$ cat config.mk
export PLATFORM = sky130hd
export DESIGN_NAME = fetch_unit
export DESIGN_NICKNAME = d
export VERILOG_FILES = /design/src/rtl/fetch_pkg.sv /design/src/rtl/fetch_ifid_reg.sv /design/src/rtl/fetch_unit.sv
export SDC_FILE = /design/constraint.sdc
export NUM_CORES = 1
export LEC_CHECK = 0
export ABC_AREA = 1
export CAP_MARGIN = 25
export CORE_MARGIN = 5
export CORE_UTILIZATION = 30
export CTS_CLUSTER_SIZE = 12
export DETAILED_ROUTE_END_ITERATION = 16
export DONT_BUFFER_PORTS = 1
export PLACE_DENSITY_LB_ADDON = 0.3
export SETUP_SLACK_MARGIN = 0.3
export SLEW_MARGIN = 20
export SYNTH_ARGS = -nofsm -noshare
export SYNTH_HDL_FRONTEND = slang
export SYNTH_SLANG_ARGS = --single-unit
$ cat constraint.sdc
create_clock -name clk -period 4.47 [get_ports clk]
set_input_delay 0.447 -clock clk [delete_from_list [all_inputs] [get_ports clk]]
set_output_delay 0.447 -clock clk [all_outputs]
set_load 0.01 [all_outputs]
$ cat src/rtl/fetch_pkg.sv
// Shared types and constants for the instruction-fetch stage.
package fetch_pkg;

  localparam int PC_W_DEF    = 9;
  localparam int INSTR_W_DEF = 16;

  localparam logic [2:0] HALT_OPCODE = 3'b111;

  typedef enum logic [1:0] {
    FILL,
    RUN,
    HALTED
  } fetch_state_t;

  function automatic logic is_halt(input logic [2:0] opcode);
    return opcode == HALT_OPCODE;
  endfunction

endpackage

$ cat src/rtl/fetch_ifid_reg.sv
// IF/ID pipeline register: clear drops valid, hold freezes, load captures.
module fetch_ifid_reg
  import fetch_pkg::*;
#(
  parameter int PC_W    = PC_W_DEF,
  parameter int INSTR_W = INSTR_W_DEF
) (
  input  logic               clk,
  input  logic               reset,
  input  logic               hold,
  input  logic               clear,
  input  logic               load,
  input  logic [INSTR_W-1:0] instr_in,
  input  logic [PC_W-1:0]    pc_in,
  output logic [INSTR_W-1:0] instr_out,
  output logic [PC_W-1:0]    pc_out,
  output logic               valid_out
);

  logic [INSTR_W-1:0] instr_d, instr_q;
  logic [PC_W-1:0]    pc_d, pc_q;
  logic               valid_d, valid_q;

  // A clear only invalidates the entry; the stale word/pc are left in place.
  always_comb begin
    instr_d = instr_q;
    pc_d    = pc_q;
    valid_d = valid_q;
    if (clear) begin
      valid_d = 1'b0;
    end else if (load && !hold) begin
      instr_d = instr_in;
      pc_d    = pc_in;
      valid_d = 1'b1;
    end
  end

  always_ff @(posedge clk) begin
    if (reset) begin
      instr_q <= '0;
      pc_q    <= '0;
      valid_q <= 1'b0;
    end else begin
      instr_q <= instr_d;
      pc_q    <= pc_d;
      valid_q <= valid_d;
    end
  end

  assign instr_out = instr_q;
  assign pc_out    = pc_q;
  assign valid_out = valid_q;

endmodule

$ cat src/rtl/fetch_unit.sv
// Instruction-fetch stage: PC, synchronous imem addressing, IF/ID register, HALT freeze.
// Optional perf counters (fetch_cnt, squash_cnt) enabled by defining FETCH_PERF_CNT_EN.
module fetch_unit
  import fetch_pkg::*;
#(
  parameter int              PC_W     = PC_W_DEF,
  parameter int              INSTR_W  = INSTR_W_DEF,
  parameter logic [PC_W-1:0] RESET_PC = '0
) (
  input  logic               clk,
  input  logic               reset,
  input  logic [PC_W-1:0]    imJump,
  input  logic               imJumpFlag,
  input  logic               Flush1,
  input  logic               stall,
  output logic [PC_W-1:0]    mem_addr,
  input  logic [INSTR_W-1:0] mem_rdata,
  output logic [INSTR_W-1:0] ifid_instr,
  output logic [PC_W-1:0]    ifid_pc,
  output logic               ifid_valid,
  output logic               halted
`ifdef FETCH_PERF_CNT_EN
  ,
  output logic [15:0]        fetch_cnt,
  output logic [15:0]        squash_cnt
`endif
);

  localparam logic [PC_W-1:0] PC_ONE = 1;

  fetch_state_t    state_d, state_q;
  logic [PC_W-1:0] pc_d, pc_q;
  logic [PC_W-1:0] pend_pc_d, pend_pc_q;
  logic            pend_valid_d, pend_valid_q;
  logic            halted_d, halted_q;
  logic            ifid_load, ifid_clear, ifid_hold;
  logic            stall_eff;
  logic            rdata_is_halt;

  // Stall only matters in RUN; re-issuing pend_pc keeps mem_rdata steady while held.
  assign stall_eff     = stall && (state_q == RUN);
  assign mem_addr      = stall_eff ? pend_pc_q : pc_q;
  assign rdata_is_halt = is_halt(mem_rdata[INSTR_W-1 -: 3]);

  always_comb begin
    state_d      = state_q;
    pc_d         = pc_q;
    pend_pc_d    = pend_pc_q;
    pend_valid_d = pend_valid_q;
    halted_d     = halted_q;
    ifid_load    = 1'b0;
    ifid_clear   = 1'b0;
    ifid_hold    = 1'b0;
    if (imJumpFlag && state_q != FILL) begin
      pc_d         = imJump;
      pend_valid_d = 1'b0;
      ifid_clear   = 1'b1;
      halted_d     = 1'b0;
      state_d      = RUN;
    end else begin
      unique case (state_q)
        FILL: begin
          if (imJumpFlag) begin
            pc_d         = imJump;
            pend_valid_d = 1'b0;
            ifid_clear   = 1'b1;
          end else begin
            pend_pc_d    = pc_q;
            pend_valid_d = !Flush1;
            pc_d         = pc_q + PC_ONE;
            ifid_clear   = Flush1;
          end
          state_d = RUN;
        end
        RUN: begin
          if (Flush1) begin
            ifid_clear   = 1'b1;
            pend_valid_d = 1'b0;
            if (!stall) begin
              pend_pc_d = pc_q;
              pc_d      = pc_q + PC_ONE;
            end
          end else if (stall) begin
            ifid_hold = 1'b1;
          end else if (pend_valid_q && rdata_is_halt) begin
            ifid_load    = 1'b1;
            pend_valid_d = 1'b0;
            halted_d     = 1'b1;
            state_d      = HALTED;
          end else begin
            ifid_load    = pend_valid_q;
            pend_pc_d    = pc_q;
            pend_valid_d = 1'b1;
            pc_d         = pc_q + PC_ONE;
          end
        end
        HALTED: begin
          ifid_hold = 1'b1;
        end
        default: begin
          state_d = FILL;
        end
      endcase
    end
  end

  always_ff @(posedge clk) begin
    if (reset) begin
      state_q      <= FILL;
      pc_q         <= RESET_PC;
      pend_pc_q    <= '0;
      pend_valid_q <= 1'b0;
      halted_q     <= 1'b0;
    end else begin
      state_q      <= state_d;
      pc_q         <= pc_d;
      pend_pc_q    <= pend_pc_d;
      pend_valid_q <= pend_valid_d;
      halted_q     <= halted_d;
    end
  end

  assign halted = halted_q;

  fetch_ifid_reg #(
    .PC_W    (PC_W),
    .INSTR_W (INSTR_W)
  ) u_ifid_reg (
    .clk       (clk),
    .reset     (reset),
    .hold      (ifid_hold),
    .clear     (ifid_clear),
    .load      (ifid_load),
    .instr_in  (mem_rdata),
    .pc_in     (pend_pc_q),
    .instr_out (ifid_instr),
    .pc_out    (ifid_pc),
    .valid_out (ifid_valid)
  );

`ifdef FETCH_PERF_CNT_EN
  logic [15:0] fetch_cnt_d, fetch_cnt_q;
  logic [15:0] squash_cnt_d, squash_cnt_q;
  logic        squash_evt;

  // A squash only counts when a redirect actually discards a live entry.
  assign squash_evt = (imJumpFlag || (Flush1 && state_q != HALTED)) &&
                      (ifid_valid || pend_valid_q);

  always_comb begin
    fetch_cnt_d  = fetch_cnt_q;
    squash_cnt_d = squash_cnt_q;
    if (ifid_load && !ifid_clear && !ifid_hold && fetch_cnt_q != 16'hFFFF) begin
      fetch_cnt_d = fetch_cnt_q + 16'd1;
    end
    if (squash_evt && squash_cnt_q != 16'hFFFF) begin
      squash_cnt_d = squash_cnt_q + 16'd1;
    end
  end

  always_ff @(posedge clk) begin
    if (reset) begin
      fetch_cnt_q  <= '0;
      squash_cnt_q <= '0;
    end else begin
      fetch_cnt_q  <= fetch_cnt_d;
      squash_cnt_q <= squash_cnt_d;
    end
  end

  assign fetch_cnt  = fetch_cnt_q;
  assign squash_cnt = squash_cnt_q;
`endif

endmodule

==> results.txt <==
* Number of vias after detailed routing: 2039
* Final weighted congestion of routability-driven global placement: 0.780
- The initial antenna violation count is 1.
* Placed Cells: 461
- Cell taking the most area after synthesis: sky130_fd_sc_hd__dfxtp_1
- Data arrival, critical path: 1.97 ns
* Stages on the worst setup path: 4
- Minimum clock period after layout: 2.42 ns
- Width of the die: 99.4 µm
- Number of hold violations in the final report: 0
- Critical Path Max Stage Delay: 0.57 ns
- In the routed layout, each cell is associated on average with a via count of 4.34.
- In this run the tightest slew margin relative to its limit is 60.4%.
- Synth top area share: 40.0%
- The area growth from synthesis to layout is 6.05%.
* Pin count of the biggest net entering global routing: 51
- Leading cell type in the layout, fill and taps excluded: sky130_fd_sc_hd__nand2_1
- DRT iter0 DRCs: 84
* Cell with the largest stage delay on the worst path: sky130_fd_sc_hd__o21ai_0
- Finish-stage setup viols: 0
- Number of buffers between clock root and the deepest sink: 2
* Warning count from the yosys run: 0
* Antenna-violating nets left: 0
- Once the floorplan was initialized, standard cells occupied 30.9% of the core.
- Post-DR wirelength/cell: 12.0 µm
* Std cell rows: 32
- Max Clock Freq: 0.413 GHz
- Setup repair after global routing left no endpoint under its margin.
- In this run, distinct cell masters in the synthesized netlist total 26.
- By area, the combinational part of the netlist is dominated by simple AND/OR/NAND/NOR gates.
- The floorplan step set the die height to 99.4 µm.
- Worst slew pin tran: 0.592 ns
- R2R depth: 6
- The die covers 9890 µm².
- Power per cell area: 492 nW/µm²
* GR Util All Layers: 11.3%
* Launch instance of the worst min-delay path: reset
* Startpoint type of the worst setup path: flop
- The flow ran to the end, and the final reports show no timing, DRC or antenna violations.
- Critical path startpoint: state_q[1]
- WP data required: 4.02 ns
* Diode count: 0
* # Post-CTS Setup Buffers: 0
- Largest delay share family, worst path: compound AO/OA/AOI/OAI gates
- Critical R2R Launch: state_q[1]
* Highest net fanout along the worst path: 21
- The design draws 1.25 mW.
- Pre-CTS worst setup slack: 2.20 ns
- Termination of the worst setup path: mem_addr[4]
- The synthesized netlist devotes 34.2% of its cell area to simple gates.
* Part of the Yosys area used for sequential elements: 40.0%
- Once layout is complete, the cells apart from fillers number 470.
* Leakage power figure: 1.16 nW
- Highest-count cells in the layout ignoring fill and taps: sky130_fd_sc_hd__nand2_1 (110), sky130_fd_sc_hd__nor2_1 (77), sky130_fd_sc_hd__dfxtp_1 (48), sky130_fd_sc_hd__inv_1 (43), sky130_fd_sc_hd__o21ai_0 (35)
- Multiplexer cells account for 0% of the synthesized area.
* Number of gates resized after cts: 0
- Nets@finish: 402
* Clock transition time at the flip-flop clock pins of the worst setup and hold paths: 0.09 ns
- The endpoint identified for the worst register-to-register timing path is pend_pc_q[3].
- Ranked by total cell area, the synthesized netlist is headed by sky130_fd_sc_hd__dfxtp_1 (40%), sky130_fd_sc_hd__nand2_1 (17%), sky130_fd_sc_hd__nor2_1 (12%), sky130_fd_sc_hd__o21ai_0 (7.3%), sky130_fd_sc_hd__inv_1 (6.7%).
- Boundary pin count: 66
* Cell at the root of the clock tree: sky130_fd_sc_hd__clkbuf_8
- Core area: 7770 µm²
* Total iterations of the first detailed-routing run: 4
- The tool flagged a number of max-cap violations equal to 0.
- The path class of the tightest hold or removal check is input pin to flop.
- Clock latency of the later-clocked register in the worst-skew pair: 0.30 ns
- Number of global-route vias before repair: 1803
* Worst clock skew on the final layout: 0.00395 ns
- A synthesized cell averages 6.45 µm².
- The first global-routing pass estimated 9070 µm of wire.
- Cells fill 32.8% of the core in the end.
* Number of remaining DRC errors: 0
- Number of hold buffers added after cts: 0
* Yosys reg bits: 48
* CP Buf/Inv Count: 1
- Cell Chain, Critical Path: inv_1 > ha_1 > nand2_1 > o21ai_0
- Of the total synthesized cell area, the portion taken by XOR and XNOR cells is 0.730%.
* Max Transition Viols Final: 0
* Synthesized Nets: 407
- Fraction of the mapped netlist area in compound gates: 11.5%
- Buffers placed on the I/O ports in this run total 0.
* Clock sinks: 48
* Proportion of layout cells with a drive suffix above 1: 4.62%
* Number of CTS-inserted buffers: 5
- After legalization and detailed placement, the total HPWL measured 4050 µm.
* Aggregate routed wire length: 5630 µm
* Filler instances: 873
- Post-synthesis cell count: 372
- Endpoint type of the worst setup path: output port
* Synth Area in Adders: 2.61%
* Clock tree from TritonCTS: done
- The H-tree was split into 2 levels.
- Post-route clock period utilization: 54.1%
- Sum of negative setup slack: 0 ns
- The worst register-to-register path has a setup slack of 2.43 ns.
- Setup slack on the critical path of the routed design comes to 2.05 ns.
* Peak supply drop: 0.140 mV
- Summed over all layers, the global routing overflow is 0.
- Type of the worst setup path: flop to output port
- Post-Synthesis Cell Area: 2400 µm²
## report_power, final
group,total [mW],internal (mW),switching (mW)
Clock,0.257,0.109,0.148
Combinational,0.445,0.142,0.303
Sequential,0.550,0.493,0.0573
## worst reg2reg max path: cells and delay by family (launching register included)
family | cells | cell delay [ns]
AO/OA/AOI/OAI | 2 | 0.33
adder cells (fa/ha/maj) | 1 | 0.25
buffers and inverters | 1 | 0.10
flip-flops | 1 | 0.37
AND/OR/NAND/NOR | 2 | 0.88
## area by class of cell
type	instances	area [µm²]	share of cell area [%]
flip-flops and latches	48	961	37.8
clock buffers	5	68.8	2.70
repair buffers	2	27.5	1.08
clock inverters	3	18.8	0.737
inverters	44	165	6.49
well taps	102	128	5.01
multi-input cells	266	1180	46.2
## worst min path at each step
| stage | endpoint | slack, ns | cells after the start |
|---|---|---|---|
| after detailed placement | pend_pc_q[2] | 0.47 | 2 |
| final | state_q[0] | 0.21 | 1 |
| after global routing | state_q[0] | 0.20 | 1 |
| after floorplan | pend_pc_q[0] | 0.44 | 2 |
| after global placement | pend_pc_q[2] | 0.46 | 2 |
| after CTS | u_ifid_reg.valid_out | 0.20 | 1 |
## cell families (layout without fill, tap and decap cells)
group	count (synthesis)	in the layout
DFF	48	48
and+or+nand+nor	205	205
buffers and inverters	58	54
xor gates and xnor gates	2	2
adders and majority gates	5	5
AOI/OAI and AO/OA	54	54
## stage by stage
stage,area (µm²),hold WS [ns]
after global routing,2540,0.198
after global placement,2440,0.456
after CTS,2520,0.196
final,2540,0.206
after floorplan,2400,0.444
after detailed placement,2440,0.466
## per-layer routing
metal | up-vias | wire length (µm) | track usage (%)
met4 | 2 | 63 | 3.26
met5 | - | 13 | 0
met3 | 9 | 536 | 4.98
met1 | 844 | 2610 | 14.2
li1 | 1126 | - | -
met2 | 58 | 2410 | 17.7
## synthesized netlist by cell type (all sizes together)
library cell	n
dfxtp	48
a21oi	16
o21a	1
o21ai	36
buf	12
a21boi	1
nand4	1
nor2	79
inv	44
ha	5
xnor2	1
xor2	1
clkbuf	2
nand3	12
nand2	112
nand3b	1
## registers in the layout (all words and copies together) (netlist names)
signal	cells
pend_valid_q	1
u_ifid_reg.pc_out	9
u_ifid_reg.instr_out	16
pc_q	9
pend_pc_q	9
u_ifid_reg.valid_out	1
halted	1
state_q	2
No activity file was read; power rests on OpenSTA's default activity.
